[config.mk]
export PLATFORM = sky130hd
export DESIGN_NAME = midi_parser
export DESIGN_NICKNAME = d
export VERILOG_FILES = /design/src/rtl/midi_parser.sv
export SDC_FILE = /design/constraint.sdc
export NUM_CORES = 1
export LEC_CHECK = 0
export ABC_CLOCK_PERIOD_IN_PS = 1200
export BUFFER_PORTS_ARGS = -buffer_cell sky130_fd_sc_hd__buf_2
export CORE_MARGIN = 2
export CORE_UTILIZATION = 49
export CTS_CLUSTER_DIAMETER = 30
export DETAILED_ROUTE_END_ITERATION = 12
export PLACE_DENSITY = 0.75
export SLEW_MARGIN = 20
export SYNTH_ARGS = -nofsm -noshare
export SYNTH_HDL_FRONTEND = slang
export SYNTH_SLANG_ARGS = --single-unit
[constraint.sdc]
create_clock -name clock_50_000_000 -period 1.2 [get_ports clock_50_000_000]
set_input_delay 0.12 -clock clock_50_000_000 [delete_from_list [all_inputs] [get_ports clock_50_000_000]]
set_output_delay 0.12 -clock clock_50_000_000 [all_outputs]
set_load 0.02 [all_outputs]
[src/rtl/midi_parser.sv]
// midi_parser: byte-stream MIDI decoder feeding note events to the synth core.
// Tracks channel status (including running status), drops realtime/system bytes and
// unused channel messages, and emits one-cycle registered note strobes.
// Optional feature: define MIDI_PITCH_BEND_EN to add the bend_valid/bend_value outputs.
module midi_parser #(
    parameter int          BYTE_WIDTH   = 8,
    parameter logic [15:0] CHANNEL_MASK = 16'hFFFF
) (
    input  logic                  clock_50_000_000,
    input  logic                  reset,
    input  logic [BYTE_WIDTH-1:0] data_in,
    input  logic                  data_in_ready,
    output logic                  note_valid,
    output logic                  note_on,
    output logic [6:0]            note_number,
    output logic [6:0]            velocity,
    output logic [3:0]            channel,
    output logic                  parse_error
`ifdef MIDI_PITCH_BEND_EN
    ,
    output logic                  bend_valid,
    output logic [13:0]           bend_value
`endif
);

    typedef enum logic [1:0] {
        ST_IDLE    = 2'd0,
        ST_WAIT_D1 = 2'd1,
        ST_WAIT_D2 = 2'd2
    } state_t;

    state_t     state_r, state_nx_s;
    logic [3:0] type_r, type_nx_s;
    logic [3:0] chan_r, chan_nx_s;

    logic [7:0] byte_s;
    logic       is_rt_s, is_sys_s, is_status_s, is_data_s;
    logic       done_s, chan_en_s, note_evt_s, note_on_nx_s, perr_s;

    logic       note_valid_r, note_on_r, parse_error_r;
    logic [6:0] note_number_r, velocity_r;
    logic [3:0] channel_r;

`ifdef MIDI_PITCH_BEND_EN
    logic [6:0]  d1_r, d1_nx_s;
    logic        bend_evt_s;
    logic        bend_valid_r;
    logic [13:0] bend_value_r;
`endif

    assign byte_s      = data_in[7:0];
    assign is_rt_s     = (byte_s[7:3] == 5'b11111);
    assign is_sys_s    = (byte_s[7:4] == 4'hF) && !is_rt_s;
    assign is_status_s = byte_s[7] && (byte_s[7:4] != 4'hF);
    assign is_data_s   = !byte_s[7];

    // State register: parser state and running status (type, channel, first data byte).
    always_ff @(posedge clock_50_000_000) begin
        if (reset) begin
            state_r <= ST_IDLE;
            type_r  <= 4'h0;
            chan_r  <= 4'h0;
`ifdef MIDI_PITCH_BEND_EN
            d1_r    <= 7'd0;
`endif
        end else begin
            state_r <= state_nx_s;
            type_r  <= type_nx_s;
            chan_r  <= chan_nx_s;
`ifdef MIDI_PITCH_BEND_EN
            d1_r    <= d1_nx_s;
`endif
        end
    end

    // Next-state logic: classify the incoming byte and advance the message parser.
    always_comb begin
        state_nx_s = state_r;
        type_nx_s  = type_r;
        chan_nx_s  = chan_r;
`ifdef MIDI_PITCH_BEND_EN
        d1_nx_s    = d1_r;
`endif
        if (!data_in_ready || is_rt_s) begin
            // realtime bytes are transparent: nothing moves
            state_nx_s = state_r;
        end else if (is_sys_s) begin
            state_nx_s = ST_IDLE;
            type_nx_s  = 4'h0;
            chan_nx_s  = 4'h0;
        end else if (is_status_s) begin
            state_nx_s = ST_WAIT_D1;
            type_nx_s  = byte_s[7:4];
            chan_nx_s  = byte_s[3:0];
        end else begin
            case (state_r)
                ST_IDLE:    state_nx_s = ST_IDLE;
                ST_WAIT_D1: begin
`ifdef MIDI_PITCH_BEND_EN
                    d1_nx_s = byte_s[6:0];
`endif
                    if ((type_r == 4'hC) || (type_r == 4'hD)) begin
                        state_nx_s = ST_WAIT_D1;
                    end else begin
                        state_nx_s = ST_WAIT_D2;
                    end
                end
                ST_WAIT_D2: state_nx_s = ST_WAIT_D1;
                default:    state_nx_s = ST_IDLE;
            endcase
        end
    end

    // Output decode: detect completed messages, filter by channel mask, flag orphan data.
    always_comb begin
        done_s       = data_in_ready && is_data_s && (state_r == ST_WAIT_D2);
        chan_en_s    = CHANNEL_MASK[chan_r];
        note_evt_s   = done_s && chan_en_s && ((type_r == 4'h9) || (type_r == 4'h8));
        note_on_nx_s = (type_r == 4'h9) && (byte_s[6:0] != 7'd0);
        perr_s       = data_in_ready && is_data_s && (state_r == ST_IDLE);
`ifdef MIDI_PITCH_BEND_EN
        bend_evt_s   = done_s && chan_en_s && (type_r == 4'hE);
`endif
    end

    // Output registers: strobes last one cycle, payload changes only with a strobe.
    always_ff @(posedge clock_50_000_000) begin
        if (reset) begin
            note_valid_r  <= 1'b0;
            note_on_r     <= 1'b0;
            note_number_r <= 7'd0;
            velocity_r    <= 7'd0;
            channel_r     <= 4'd0;
            parse_error_r <= 1'b0;
`ifdef MIDI_PITCH_BEND_EN
            bend_valid_r  <= 1'b0;
            bend_value_r  <= 14'd0;
`endif
        end else begin
            note_valid_r  <= note_evt_s;
            parse_error_r <= perr_s;
            if (note_evt_s) begin
                note_on_r     <= note_on_nx_s;
                note_number_r <= d1_or_note();
                velocity_r    <= byte_s[6:0];
                channel_r     <= chan_r;
            end
`ifdef MIDI_PITCH_BEND_EN
            bend_valid_r <= bend_evt_s;
            if (bend_evt_s) begin
                bend_value_r <= {byte_s[6:0], d1_r};
                channel_r    <= chan_r;
            end
`endif
        end
    end

    // The note number is the first data byte of the message.
`ifdef MIDI_PITCH_BEND_EN
    function automatic logic [6:0] d1_or_note();
        return d1_r;
    endfunction
`else
    logic [6:0] note_d1_r;

    // First data byte holder for note messages when bend support is not built.
    always_ff @(posedge clock_50_000_000) begin
        if (reset) begin
            note_d1_r <= 7'd0;
        end else if (data_in_ready && is_data_s && (state_r == ST_WAIT_D1)) begin
            note_d1_r <= byte_s[6:0];
        end else begin
            note_d1_r <= note_d1_r;
        end
    end

    function automatic logic [6:0] d1_or_note();
        return note_d1_r;
    endfunction
`endif

    assign note_valid  = note_valid_r;
    assign note_on     = note_on_r;
    assign note_number = note_number_r;
    assign velocity    = velocity_r;
    assign channel     = channel_r;
    assign parse_error = parse_error_r;
`ifdef MIDI_PITCH_BEND_EN
    assign bend_valid  = bend_valid_r;
    assign bend_value  = bend_value_r;
`endif

endmodule
[Word-level counts from Yosys, hierarchy flattened]
Memory sizes are Yosys's and may differ from the RTL's. A register that Yosys moved wholly into a read port is not among the register bits.
Cells that the tools add are included.
Storage, ports and cells
  bits in registers: 38
  ROM bits: 16
  input port bits: 11
  output and inout port bits: 21
  logic and storage cells: 52
  memories kept: 1
Cells by class
  $lt $le $gt $ge: 1
  equality and inequality tests: 9
  mux-type cells: 11
  bitwise gates (word level): 1
  reductions and logical operators: 19
Memories
  (name not given): words 16, width 1, rd ports 1, clocked after memory_dff 1, wr ports 0, line 117  | chan_en_s = CHANNEL_MASK[chan_r];
Operator list (number)
  $mux 4: 6
  $eq 4x4->1 const B: 5
  $logic_and 1x1->1: 9
  $reduce_bool 7->1: 1
  $mux 2: 3
  $eq 5x5->1 const B: 1
  $lt 4x5->1 const B: 1
  $ne 4x4->1 const B: 1
  $pmux 2 s2: 1
  $logic_not 1->1: 3
  $logic_or 1x1->1: 3
  $eq 2x1->1 const B: 1
  $eq 2x2->1 const B: 1
  $logic_not 2->1: 1
  $reduce_and 2->1: 1
  $reduce_bool 2->1: 1
  $mux 1: 1
  $not 1->1: 1

[Longest topological paths before layout]
  depth after elaboration: 7
  mapped depth: 6
  depth with buffers taken out: 5

[Worst setup path before layout]
OpenSTA, ideal clock, no wires.
  kind: reg-to-reg
  from: reg state_r[0]
  to: reg note_on_r (netlist: note_on)
  library setup time: 0.121 ns
  data arrival time: 1.177 ns
  data required time: 1.079 ns
  slack: -0.098 ns
  stages on the path, launching flop included: 6
  buffers on the path: 1
  period minus slack after synthesis: 1.298 ns
  cells stage by stage: dfxtp_1 -> inv_1 -> ha_1 -> and4_4 -> buf_12 -> mux2_4
On the way
  cells in the longest elaborated chain, start to end: 4
RTL lines
  from (decl): line 32  | state_t state_r, state_nx_s;
  from (signal assigned): line 67  | state_r <= state_nx_s;
  $eq 2x2->1: line 116  | done_s = data_in_ready && is_data_s && (state_r == ST_WAIT_D2);
  $logic_and 1x1->1: line 116
  $logic_and 1x1->1 (2 in series): line 118  | note_evt_s = done_s && chan_en_s && ((type_r == 4'h9) || (type_r == 4'h8));
  to (signal assigned): line 143  | note_on_r <= note_on_nx_s;
  to (decl): line 40  | logic note_valid_r, note_on_r, parse_error_r;
No other way between the ends.
A chain may end at the register's enable or synchronous reset.

[Worst setup path after layout]
  from: reg state_r[1]
  to: reg state_r[0]
On the way
  cells in the longest elaborated chain, start to end: 4
  elaborated cells between the ends (all ways): 5
  those cells by class: 2 x eq/ne; 3 x mux
RTL lines
  $eq 2x2->1 or $eq 2x1->1 (tied branches): line 96  | case (state_r)
  $pmux 2 s2 (*): line 96
  $mux 2 (*): line 91  | end else if (is_status_s) begin
  $mux 2 (*): line 87  | end else if (is_sys_s) begin
Mark *: on every way between the ends. The rest lies on a longest branch, timed or not.

==> results.md <==
- The flow ran to the end, but the final reports show violations.
- The final reports fail on negative setup slack.
- For this run the aggregate overflow at the end of global routing stands at 0.
- Dividing the detail-routed wire length by the instance count gives 14.3 microns.
- In the routed layout, each cell is associated on average with a via count of between 5 and 6.
- Pin placement for this block handled 32 I/O pins.
- The first-pass GRT wire length is 5700 microns.
- In the synthesized netlist, the number of instances is 162.
- The layout net count is between 200 and 250.
- Across the whole layout, storage elements account for between 700 and 800 sq um.
- The required arrival time at the worst endpoint is around 1400 ps.
- For the pin with the worst max-slew slack, the measured transition is 416 ps.
- The flip-flop and latch count after synthesis is 38.
- Power comes to between 0.002 and 0.003 W.
- 0 antenna diodes ended up in the layout.
- The sink of the worst hold path is chan_r[2].
- The slowest cell on the critical path is dfxtp_2.
- The total number of clock tree sinks is 38.
- The largest area contributor in the synthesized netlist is dfxtp_1.
- Walking the worst path, the cells encountered are buf_6, ha_4, buf_4, a31o_2, a211o_1.
- Dividing the final minimum period by the clock period gives 1.07.
- The count of cells in the finished layout, fillers not included, comes to 246.
- After clock tree synthesis, the flow added hold-fix buffers numbering 0.
- Relative to the synthesized area, the layout overhead comes to 24.5%.
- The count of yosys warnings during synthesis is 0.
- For this run, the top clock speed supported by timing is 776 MHz.
- The first TritonRoute pass finished after 4 iterations.
- The area enclosed by the die boundary is approximately 3900 sq um.
- Across every metal layer, demand over resource in global routing totals 0.185.
- The worst setup path is of the flop to flop kind.
- The worst setup path is launched from a flop.
- By area the synthesized netlist is led by dfxtp_1 45%, mux2i_1 15%, nand2b_1 14%, a22o_1 3.6%, buf_12 2.4%.
- Tracing the worst setup path back leads to its startpoint at state_r[1].
- The tree is rooted in a clkbuf_4.
- The initial antenna violation count came to 0.
- The max-slew violation count is 0.
- The path class of the tightest hold or removal check is input pin to flop.
- The average cell area after synthesis is 10.4 sq um.
- In this run the remaining antenna-violating nets after routing total 0.
- The worst path in the final design needs a cycle of 1290 ps, including I/O delays and setup.
- The worst setup path is captured at a flop.
- The startpoint of the worst-slack reg-to-reg timing path is state_r[1].
- The count of buffers inserted at the top-level ports is 31.
- The fill cell total of the finished layout is 306.
- The multi-input combinational cells in the finished layout cover a total of 890 sq um.
- The floorplan has 21 rows.
- The destination of the worst register-to-register timing path is state_r[0].
- Setup repair after global routing could not meet its margin everywhere.
- Max-cap violations in this run came to 0.
- For the final database, setup skew stands at around 13 ps.
- The fraction of layout instances using a drive strength above 1 is 0.330.
- The pin count of the biggest net entering global routing is 24.
- Across the VDD grid, the largest voltage drop is ~660 uV.
- The register-to-register setup slack is -90 ps.
- The number of global-route vias before repair is 1,238.
- In this design, the largest share of critical-path delay is due to compound AO/OA/AOI/OAI gates.
- The placed wire-length estimate is about 2500 microns.
- Clock latency on the worst-skew pair, taken at its later pin, is roughly 350 ps.
- After clock tree synthesis, the clock-pin slew on the worst setup and hold paths is 120 ps.
- Summing over every cut layer, the via total after detailed routing is 1,255.
- The die width is 62.8 microns.
- The delay of the slowest critical-path stage is 350 ps.
- The utilization of the core after routing is 0.632.
- The most common library cell in the layout ignoring fill and taps is nand2b_1.
- Once placement completed, the tool counted placed cells totaling 237.
- Counting cells, the worst reg-to-reg path comes to 5.
- TritonCTS built the clock tree.
- Measured against its own limit, the worst slew margin works out to 0.722.
- In the routed design, unresolved DRC markers number 0.
- Counting along the longest clock path gives a buffer depth of 2.
- The number of endpoints failing setup at the final stage is 20.
- The library cells used most frequently in the layout, excluding fill and tap cells, are 37 x nand2b_1, 36 x dfxtp_1, 31 x buf_2.
- The netlist area before placement is 1690 sq um.
- The share of synthesized area in the top cell type comes to 0.449.
- The critical path buffer and inverter count is 2.
- The number of DRC markers in iteration 0 is 31.
- The initial utilization of the core area, before any placement, comes to 0.507.
- For the worst setup path, the data arrival time is around 1500 ps.
- In this run the worst path has a maximum fanout of 3.
- Routability-driven placement finished with a final weighted congestion of 0.904.
- The final layout contains routed wiring with a total length of 3510 microns.
- The number of buffers inserted during clock tree synthesis is 5.
- The post-synthesis sequential area ratio is 0.449.
- Summed over all cells, the static leakage comes to 0.924 nW.
- The vertical die dimension is roughly 63 microns.
- The power density relative to cell area is 1240 nW/um^2.
- The total nets after synthesis is 176.
- The post-route worst setup slack is -89.3 ps.
- The H-tree was split into 2 levels.
- The hold path startpoint is data_in[2].
- The final number of hold-violating endpoints is 0.
- The core region is roughly 3300 sq um.
- The worst hold path depth is 2.
- The count of distinct cell types in the synthesized netlist is 35.
-- logic make-up after synthesis --
group / synth area share
fa+ha+maj: 0.0222
simple gates: 0.234
compound gates: 0.0783
mux: 0.157
buf+inv: 0.0591
flops: 0.449
-- layout make-up --
| cell class | instances | area share |
|---|---|---|
| clock inverter | 2 | 0.0285 |
| timing repair buffer | 42 | 0.130 |
| multi-input combinational | 110 | 0.422 |
| inverter | 2 | 0.00475 |
| sequential | 38 | 0.363 |
| tap | 46 | 0.0273 |
| clock buffer | 6 | 0.0243 |
-- worst register-to-register path: stages, from the launching register on --
cell and delay [ps]:
dfxtp_2 350, buf_6 110, ha_4 150, buf_4 120, a31o_2 210, a211o_1 240
-- metal layers --
metal / vias to the layer above / track usage / part of all wire
met5: - / 0 / 0
met2: 32 / 0.316 / 0.51
met4: 0 / 0.0750 / 0.015
li1: 628 / - / -
met3: 6 / 0.0523 / 0.042
met1: 589 / 0.219 / 0.44
-- flip-flops by register name (all words and copies together), names as in the netlist --
register and flops:
chan_r 4, channel 4, note_d1_r 7, note_number 7
note_on 1, note_valid 1, parse_error 1, state_r 2
type_r 4, velocity 7
-- worst max path at each step --
| stage | end | slack [ps] | cells past startpoint |
|---|---|---|---|
| floorplan | note_on | -50 | 5 |
| global placement | note_on | -10 | 4 |
| detailed placement | note_number[3] | -70 | 5 |
| CTS | note_number[3] | -70 | 5 |
| global route | note_number[2] | -140 | 5 |
| finish | state_r[0] | -90 | 5 |
-- stage by stage --
stage | hold slack, ps | setup TNS, ps | setup slack [ps] | area, sq um
after floorplan | 246 | -91.0 | -48.0 | 1710
after global placement | 393 | -9.65 | -9.65 | 1930
after detailed placement | 397 | -1140 | -69.6 | 1930
after CTS | 24.0 | -870 | -72.7 | 2060
after global routing | 37.9 | -2330 | -144 | 2110
final | 32.1 | -857 | -89.3 | 2110
-- cell usage after synthesis --
master	number
mux2_4	1
and4b_1	1
nand3b_1	1
a211oi_1	1
a21oi_1	1
nand4_1	3
nand2b_1	37
o21ai_0	1
and3_1	2
nor2_1	9
ha_1	3
nor3_1	1
nor2b_4	1
nor4_1	1
inv_1	2
a22o_1	7
mux2i_1	25
nor2b_2	1
nand2_1	3
a21o_1	1
a211o_1	1
dfxtp_1	38
nand3_1	1
a31o_2	1
nor2b_1	1
clkbuf_1	3
a31oi_2	1
a31oi_1	1
buf_2	6
nor2_2	1
and3b_1	1
and4_4	1
buf_6	1
buf_12	2
a41o_1	1
-- repair_timing --
action                     4_1_cts  5_1_grt
setup endpoints to repair       26       26
gates resized for setup          7        7
buffers inserted                 0        1
-- report_power, final --
group	switching, W	total, W	internal (W)
registers	0.0000150	0.00130	0.00128
clock network	0.000420	0.00113	0.000706
logic	0.000105	0.000196	0.0000909
No activity file was read; power rests on OpenSTA's default activity.
